`config.mk`:
```
export PLATFORM = sky130hd
export DESIGN_NAME = adder_measure_sequencer
export DESIGN_NICKNAME = d
export VERILOG_FILES = /design/src/rtl/adder_seq_pkg.sv /design/src/rtl/adder_seq_settle_timer.sv /design/src/rtl/adder_measure_sequencer.sv
export SDC_FILE = /design/constraint.sdc
export NUM_CORES = 1
export LEC_CHECK = 0
export ABC_AREA = 1
export BUFFER_PORTS_ARGS = -buffer_cell sky130_fd_sc_hd__buf_4
export CELL_PAD_IN_SITES_DETAIL_PLACEMENT = 0
export CELL_PAD_IN_SITES_GLOBAL_PLACEMENT = 1
export CORE_UTILIZATION = 38
export CTS_BUF_LIST = sky130_fd_sc_hd__clkbuf_2
export DETAILED_ROUTE_END_ITERATION = 10
export PLACE_DENSITY = 0.79
export SETUP_SLACK_MARGIN = 0.05
export SYNTH_ARGS = -nofsm -noshare
export SYNTH_HDL_FRONTEND = slang
export SYNTH_HIERARCHICAL = 1
export SYNTH_SLANG_ARGS = --single-unit
```
`constraint.sdc`:
```
create_clock -name clk -period 2.2 [get_ports clk]
set_input_delay 0.22 -clock clk [delete_from_list [all_inputs] [get_ports clk]]
set_output_delay 0.22 -clock clk [all_outputs]
set_load 0.02 [all_outputs]
```
`src/rtl/adder_seq_pkg.sv`:
```
// adder_seq_pkg: shared state encoding, reference index and ring-select helper for the measurement sequencer
package adder_seq_pkg;
  typedef enum logic [2:0] {IDLE, LOAD, SETTLE, COUNT, CAPTURE, OUTPUT, NEXT} seq_state_t;
  localparam int unsigned SEL_MAX_W = 64;
  // The bypass reference result is tagged one past the highest real bit index.
  function automatic int unsigned ref_index(input int unsigned width);
    return width;
  endfunction
  // Active-low one-hot ring select; caller truncates to its WIDTH. An index at or
  // past WIDTH (the bypass reference) therefore yields all-ones after truncation.
  function automatic logic [SEL_MAX_W-1:0] sel_b(input int unsigned idx, input logic en);
    return en ? ~(SEL_MAX_W'(1) << idx) : '1;
  endfunction
endpackage

```
`src/rtl/adder_seq_settle_timer.sv`:
```
// adder_seq_settle_timer: loadable down-counter that flags when the ring settle time has elapsed
//   clk, reset_b : clock, async active-low reset
//   load         : reload with CYCLES-1 (asserted during the LOAD state)
//   expired      : counter at zero
module adder_seq_settle_timer #(
  parameter int CYCLES = 16
) (
  input  logic clk,
  input  logic reset_b,
  input  logic load,
  output logic expired
);
  localparam int W = $clog2(CYCLES + 1);
  logic [W-1:0] cnt;
  always_ff @(posedge clk or negedge reset_b)
    if (!reset_b) cnt <= '0;
    else if (load) cnt <= W'(CYCLES - 1);
    else if (cnt != '0) cnt <= cnt - 1'b1;
  assign expired = cnt == '0;
endmodule

```
`src/rtl/adder_measure_sequencer.sv`:
```
// adder_measure_sequencer: sweeps adder bit positions through ring-oscillator delay measurements
//   start/abort/bit_mask/integration_time : control from the register front end
//   stop_b, bypass_b, *_ring_bit_b        : ring path configuration (active-low)
//   counter_load/enable, integration_time_out, done, ring_osc_counter : integration counter
//   result_valid/ready/bit/count           : per-measurement result stream
//   busy, sweep_done                       : status
//   ADDER_SEQ_BYPASS_REF_EN : prepend a bypass reference measurement to every sweep
module adder_measure_sequencer
  import adder_seq_pkg::*;
#(
  parameter int WIDTH = 4,
  parameter int COUNT_W = 32,
  parameter int SETTLE_CYCLES = 16
) (
  input  logic                      clk,
  input  logic                      reset_b,
  input  logic                      start,
  input  logic                      abort,
  input  logic [WIDTH-1:0]          bit_mask,
  input  logic [COUNT_W-1:0]        integration_time,
  output logic                      stop_b,
  output logic                      bypass_b,
  output logic [WIDTH-1:0]          a_input_ring_bit_b,
  output logic [WIDTH-1:0]          s_output_bit_b,
  output logic                      counter_load,
  output logic                      counter_enable,
  output logic [COUNT_W-1:0]        integration_time_out,
  input  logic                      done,
  input  logic [COUNT_W-1:0]        ring_osc_counter,
  output logic                      result_valid,
  input  logic                      result_ready,
  output logic [$clog2(WIDTH):0]    result_bit,
  output logic [COUNT_W-1:0]        result_count,
  output logic                      busy,
  output logic                      sweep_done
);
  localparam int RB_W = $clog2(WIDTH) + 1;
  localparam logic [RB_W-1:0] REF_BIT = RB_W'(ref_index(WIDTH));
  seq_state_t state, state_d;
  logic [RB_W-1:0] idx, idx_d, nxt;
  logic [WIDTH-1:0] mask;
  logic found, sweep_d, expired, sel_on;
  // Lowest set bit above the current index; from IDLE (or after the reference) search the whole mask.
  always_comb begin
    found = 1'b0;
    nxt = '0;
    for (int j = WIDTH - 1; j >= 0; j--)
      if ((state == IDLE ? bit_mask[j] : mask[j]) && (state == IDLE || idx == REF_BIT || j > int'(idx))) begin
        found = 1'b1;
        nxt = RB_W'(j);
      end
  end
  always_comb begin
    state_d = state;
    idx_d = idx;
    sweep_d = 1'b0;
    case (state)
      IDLE: if (start) begin
`ifdef ADDER_SEQ_BYPASS_REF_EN
        state_d = LOAD;
        idx_d = REF_BIT;
`else
        state_d = found ? LOAD : IDLE;
        idx_d = nxt;
        sweep_d = !found;
`endif
      end
      LOAD: state_d = SETTLE;
      SETTLE: state_d = expired ? COUNT : SETTLE;
      COUNT: state_d = done ? CAPTURE : COUNT;
      CAPTURE: state_d = OUTPUT;
      OUTPUT: state_d = result_ready ? NEXT : OUTPUT;
      NEXT: begin
        state_d = found ? LOAD : IDLE;
        idx_d = nxt;
        sweep_d = !found;
      end
      default: state_d = IDLE;
    endcase
    if (abort) begin
      state_d = IDLE;
      sweep_d = 1'b0;
    end
  end
  assign sel_on = state_d inside {LOAD, SETTLE, COUNT, CAPTURE};
  adder_seq_settle_timer #(.CYCLES(SETTLE_CYCLES)) u_settle (
    .clk(clk), .reset_b(reset_b), .load(state == LOAD), .expired(expired)
  );
  // Outputs are decoded from the next state so they are registered yet aligned with the state.
  always_ff @(posedge clk or negedge reset_b)
    if (!reset_b) begin
      state <= IDLE;
      idx <= '0;
      mask <= '0;
      stop_b <= 1'b0;
      a_input_ring_bit_b <= '1;
      s_output_bit_b <= '1;
      counter_load <= 1'b0;
      counter_enable <= 1'b0;
      integration_time_out <= '0;
      result_valid <= 1'b0;
      result_bit <= '0;
      result_count <= '0;
      busy <= 1'b0;
      sweep_done <= 1'b0;
    end else begin
      state <= state_d;
      idx <= idx_d;
      if (state == IDLE && start && !abort) begin
        mask <= bit_mask;
        integration_time_out <= integration_time;
      end
      stop_b <= state_d inside {LOAD, SETTLE, COUNT};
      a_input_ring_bit_b <= WIDTH'(sel_b(32'(idx_d), sel_on));
      s_output_bit_b <= WIDTH'(sel_b(32'(idx_d), sel_on));
      counter_load <= state_d == LOAD;
      counter_enable <= state_d == COUNT;
      result_valid <= state_d == OUTPUT;
      busy <= state_d != IDLE;
      sweep_done <= sweep_d;
      if (state == CAPTURE && !abort) begin
        result_count <= ring_osc_counter;
        result_bit <= idx;
      end
    end
`ifdef ADDER_SEQ_BYPASS_REF_EN
  always_ff @(posedge clk or negedge reset_b)
    if (!reset_b) bypass_b <= 1'b1;
    else bypass_b <= !(idx_d == REF_BIT && state_d inside {LOAD, SETTLE, COUNT, CAPTURE, OUTPUT});
`else
  assign bypass_b = 1'b1;
`endif
endmodule

```
==> results.rst <==
.. list-table::
   :header-rows: 1

   * - Metric
     - Value
   * - Result of the run
     - finished clean
   * - Post-layout min period
     - 1.80 ns
   * - Post-CTS Setup Inserts
     - 0
   * - Final cell area excluding filler cells
     - 5880 µm²
   * - Most common library cell in the layout ignoring fill and taps
     - sky130_fd_sc_hd__buf_4
   * - Final period utilization
     - 81.9%
   * - Number of gates given a new drive strength after cts
     - 0
   * - DIE AREA
     - 10400 µm²
   * - Critical register-to-register path startpoint
     - state[1]$_DFF_PN0_
   * - Maximum capacitance violations
     - 0
   * - Quantity of I/O buffers inserted on ports
     - 154
   * - Number of cells on the worst reg-to-reg path
     - 7
   * - Clock slew at the register clock pins of the worst setup and hold paths
     - 0.22 ns
   * - Top achievable clock speed
     - 0.555 GHz
   * - Reg-to-reg setup timing slack
     - 0.40 ns
   * - Crit-path cells
     - nor2_4 > nand2_4 > inv_4 > nand2_4 > nor2_4 > buf_4 > mux2_2
   * - Overflow left after global routing
     - 0
   * - CTS tree
     - done
   * - DRC
     - 0
   * - GRT Overall Usage
     - 16.9%
   * - Number of distinct library cells after synthesis
     - 30
   * - Clock skew
     - 0.0414 ns
   * - CTS sink count
     - 92
   * - Setup TNS Final
     - 0 ns
   * - Class of the tightest hold or removal check
     - in2reg
   * - Setup violations, final
     - 0
   * - Die Span Y
     - 102 µm
   * - Number of buffers created by CTS
     - 9
   * - Pwr/cell area
     - 927 nW/µm²
   * - Count of cell instances traversed by the critical path
     - 7
   * - Unrepaired setup endpoints after global routing
     - no
   * - Antenna violations before repair
     - 0
   * - Min setup slack post-route
     - 0.399 ns
   * - Delay of the slowest critical-path stage
     - 0.54 ns
   * - Post-DR vias/cell
     - 4.51
   * - Worst slew margin
     - 62.2%
   * - Multi-input logic area
     - 1310 µm²
   * - Maximum VDD drop
     - 0.483 mV
   * - Count of hold-fix buffers inserted at cts
     - 70
   * - Average instance area after synthesis
     - 12.7 µm²
   * - DRT antenna net count
     - 0
   * - Overall die width
     - 102 µm
   * - Crit. End Element
     - register
   * - Timing endpoint of the critical path
     - integration_time_out[19]$_DFFE_PN0P_
   * - Number of global-route vias before repair
     - 2900
   * - Kind of start point of the critical path
     - register
   * - Post-route total power
     - 0.00545 W
   * - Count of nets after finishing
     - 601
   * - Clk Tree Root Cell
     - sky130_fd_sc_hd__clkbuf_2
   * - Synth Cell Area
     - 3810 µm²
   * - Core area
     - 9730 µm²
   * - Setup slack after placement
     - 0.414 ns
   * - Later-pin clock latency in the skew report
     - 0.53 ns
   * - Commonest non-fill, non-tap cells in the layout
     - sky130_fd_sc_hd__buf_4 (156), sky130_fd_sc_hd__dfrtp_1 (88), sky130_fd_sc_hd__dlygate4sd3_1 (70)
   * - First-pass detailed-route iteration total
     - 4
   * - Non-filler instance count after layout
     - 664
   * - Leakage power of the design
     - 2.95 nW
   * - Vias
     - 2993
   * - Routability cong.
     - 0.802
   * - Cells after Synth
     - 300
   * - Synthesis Warnings
     - 6
   * - H-tree levels
     - 3
   * - Total routed wirelength
     - 8770 µm
   * - Reg-to-reg endpoint
     - integration_time_out[19]$_DFFE_PN0P_
   * - Routed length per placed instance
     - 13.2 µm
   * - Arrival time at the worst endpoint
     - 2.21 ns
   * - Gate family responsible for the most delay along the worst path
     - flip-flops
   * - Syn nets
     - 375
   * - Sequential cell area
     - 2310 µm²
   * - Share of final-layout standard cells stronger than drive strength 1
     - 50.8%
   * - Number of buffer and inverter stages on the critical path
     - 2
   * - CP Data Required Time
     - 2.61 ns
   * - Largest driver fanout on the critical path
     - 25
   * - Initial detailed-routing violation count
     - 65
   * - Area growth from synthesis to final layout
     - 54.3%
   * - Final count of hold timing violations
     - 0
   * - Number of rows created at floorplan
     - 36
   * - Max Slew Vio Count
     - 0
   * - Max stage delay cell, worst path
     - sky130_fd_sc_hd__dfrtp_1
   * - Seq/Total Area, Yosys
     - 60.6%
   * - Antenna cell count
     - 0
   * - # IOs
     - 156
   * - Wire length of the first global-routing pass
     - 13600 µm
   * - Initial cell density of the core
     - 39.2%
   * - Largest net degree at the start of global routing
     - 50
   * - CP Class
     - reg2reg
   * - Number of instances in the placed design
     - 578
   * - Filler Cells Inserted
     - 803
   * - Worst-case clock buffer depth
     - 2
   * - Measured slew at the worst slew-check pin
     - 0.568 ns
   * - Number of synthesized register bits
     - 92
   * - Placed cell areas
     - 5080 µm²
   * - Source of the critical timing path
     - state[1]$_DFF_PN0_
   * - Final HPWL from detailed placement
     - 5740 µm
[flip-flops by register name, summed over array words and instances (netlist names)]
register / count
stop_b: 1
counter_enable: 1
result_count: 32
counter_load: 1
sweep_done: 1
u_settle/cnt: 5
state: 3
result_bit: 3
busy: 1
mask: 4
result_valid: 1
idx: 3
s_output_bit_b: 4
integration_time_out: 32
[synth_stat cells]
master | count | area (µm²)
sky130_fd_sc_hd__a21oi_1 | 4 | 20.0
sky130_fd_sc_hd__buf_2 | 4 | 20.0
sky130_fd_sc_hd__buf_4 | 5 | 37.5
sky130_fd_sc_hd__buf_6 | 4 | 45.0
sky130_fd_sc_hd__conb_1 | 1 | 3.75
sky130_fd_sc_hd__dfrtp_1 | 88 | 2200
sky130_fd_sc_hd__dfstp_2 | 4 | 105
sky130_fd_sc_hd__ha_1 | 1 | 12.5
sky130_fd_sc_hd__inv_1 | 20 | 75.1
sky130_fd_sc_hd__inv_2 | 3 | 11.3
sky130_fd_sc_hd__inv_4 | 1 | 6.26
sky130_fd_sc_hd__mux2_1 | 1 | 11.3
sky130_fd_sc_hd__mux2_2 | 67 | 754
sky130_fd_sc_hd__nand2_1 | 34 | 128
sky130_fd_sc_hd__nand2_2 | 8 | 50.1
sky130_fd_sc_hd__nand2_4 | 4 | 45.0
sky130_fd_sc_hd__nand3_1 | 13 | 65.1
sky130_fd_sc_hd__nand3_2 | 2 | 20.0
sky130_fd_sc_hd__nand4_1 | 2 | 12.5
sky130_fd_sc_hd__nor2_1 | 14 | 52.6
sky130_fd_sc_hd__nor2_2 | 2 | 12.5
sky130_fd_sc_hd__nor2_4 | 2 | 22.5
sky130_fd_sc_hd__nor3_1 | 5 | 25.0
sky130_fd_sc_hd__nor3_2 | 1 | 10.0
sky130_fd_sc_hd__nor4_1 | 1 | 6.26
sky130_fd_sc_hd__o211ai_1 | 1 | 7.51
sky130_fd_sc_hd__o21ai_0 | 4 | 20.0
sky130_fd_sc_hd__o21ai_1 | 1 | 5.00
sky130_fd_sc_hd__o21ai_2 | 2 | 17.5
sky130_fd_sc_hd__o22ai_1 | 1 | 6.26
[cells by family (layout without fill, tap and decap cells)]
logic type               after synthesis  in the layout  share of synthesized area [%]
flip-flops                            92             92                           60.6
AND/OR/NAND/NOR                       88             88                           11.8
multiplexers                          68             68                           20.1
buffers and inverters                 37            268                           5.12
AO/OA/AOI/OAI                         13             13                           2.00
adder cells (fa/ha/maj)                1              1                          0.328
other                                  1              1                         0.0984
[final cells by class]
cell class | instances | share of cell area (%)
Timing Repair Buffer | 228 | 32.5
Multi-Input combinational cell | 171 | 22.2
Tap cell | 133 | 2.83
Clock buffer | 10 | 0.852
Clock inverter | 6 | 0.703
Sequential cell | 92 | 39.3
Inverter | 24 | 1.58
[metal layers]
metal | track usage (%) | vias to the layer above | share of wire (%)
met5 | 0 | - | 0
met4 | 4.95 | 0 | 1.0
met3 | 3.97 | 10 | 6.9
met2 | 29.3 | 108 | 50
met1 | 21.0 | 1427 | 42
li1 | - | 1448 | -
[metrics by stage]
stage | util, % | hold WS, ns
after CTS | 60.4 | 0.0596
final | 60.4 | 0.101
after floorplan | - | -0.0756
after detailed placement | 52.3 | 0.263
after global routing | 60.4 | 0.0810
after global placement | 52.3 | 0.252
[worst min path at each step]
stage	cells after the start	slack, ns	to	startpoint
after floorplan	0	-0.08	busy$_DFF_PN0_	reset_b
after global placement	1	0.25	result_count[16]$_DFFE_PN0P_	reset_b
after detailed placement	1	0.26	result_count[16]$_DFFE_PN0P_	reset_b
after CTS	4	0.06	idx[1]$_DFF_PN0_	start
after global routing	4	0.08	idx[1]$_DFF_PN0_	start
final	4	0.10	idx[2]$_DFF_PN0_	start
[power by group]
part / leakage (nW) / switching (W) / internal, W
Sequential: 1.16 / 0.000269 / 0.00217
Clock: 0.0539 / 0.000556 / 0.000150
Combinational: 1.74 / 0.00118 / 0.00112
[worst reg2reg max path, cell delays in order, from the launching register on]
cell	delay [ns]
sky130_fd_sc_hd__dfrtp_1	0.54
sky130_fd_sc_hd__nor2_4	0.17
sky130_fd_sc_hd__nand2_4	0.10
sky130_fd_sc_hd__inv_4	0.08
sky130_fd_sc_hd__nand2_4	0.06
sky130_fd_sc_hd__nor2_4	0.08
sky130_fd_sc_hd__buf_4	0.31
sky130_fd_sc_hd__mux2_2	0.38
(Power assumes the default switching activity.)
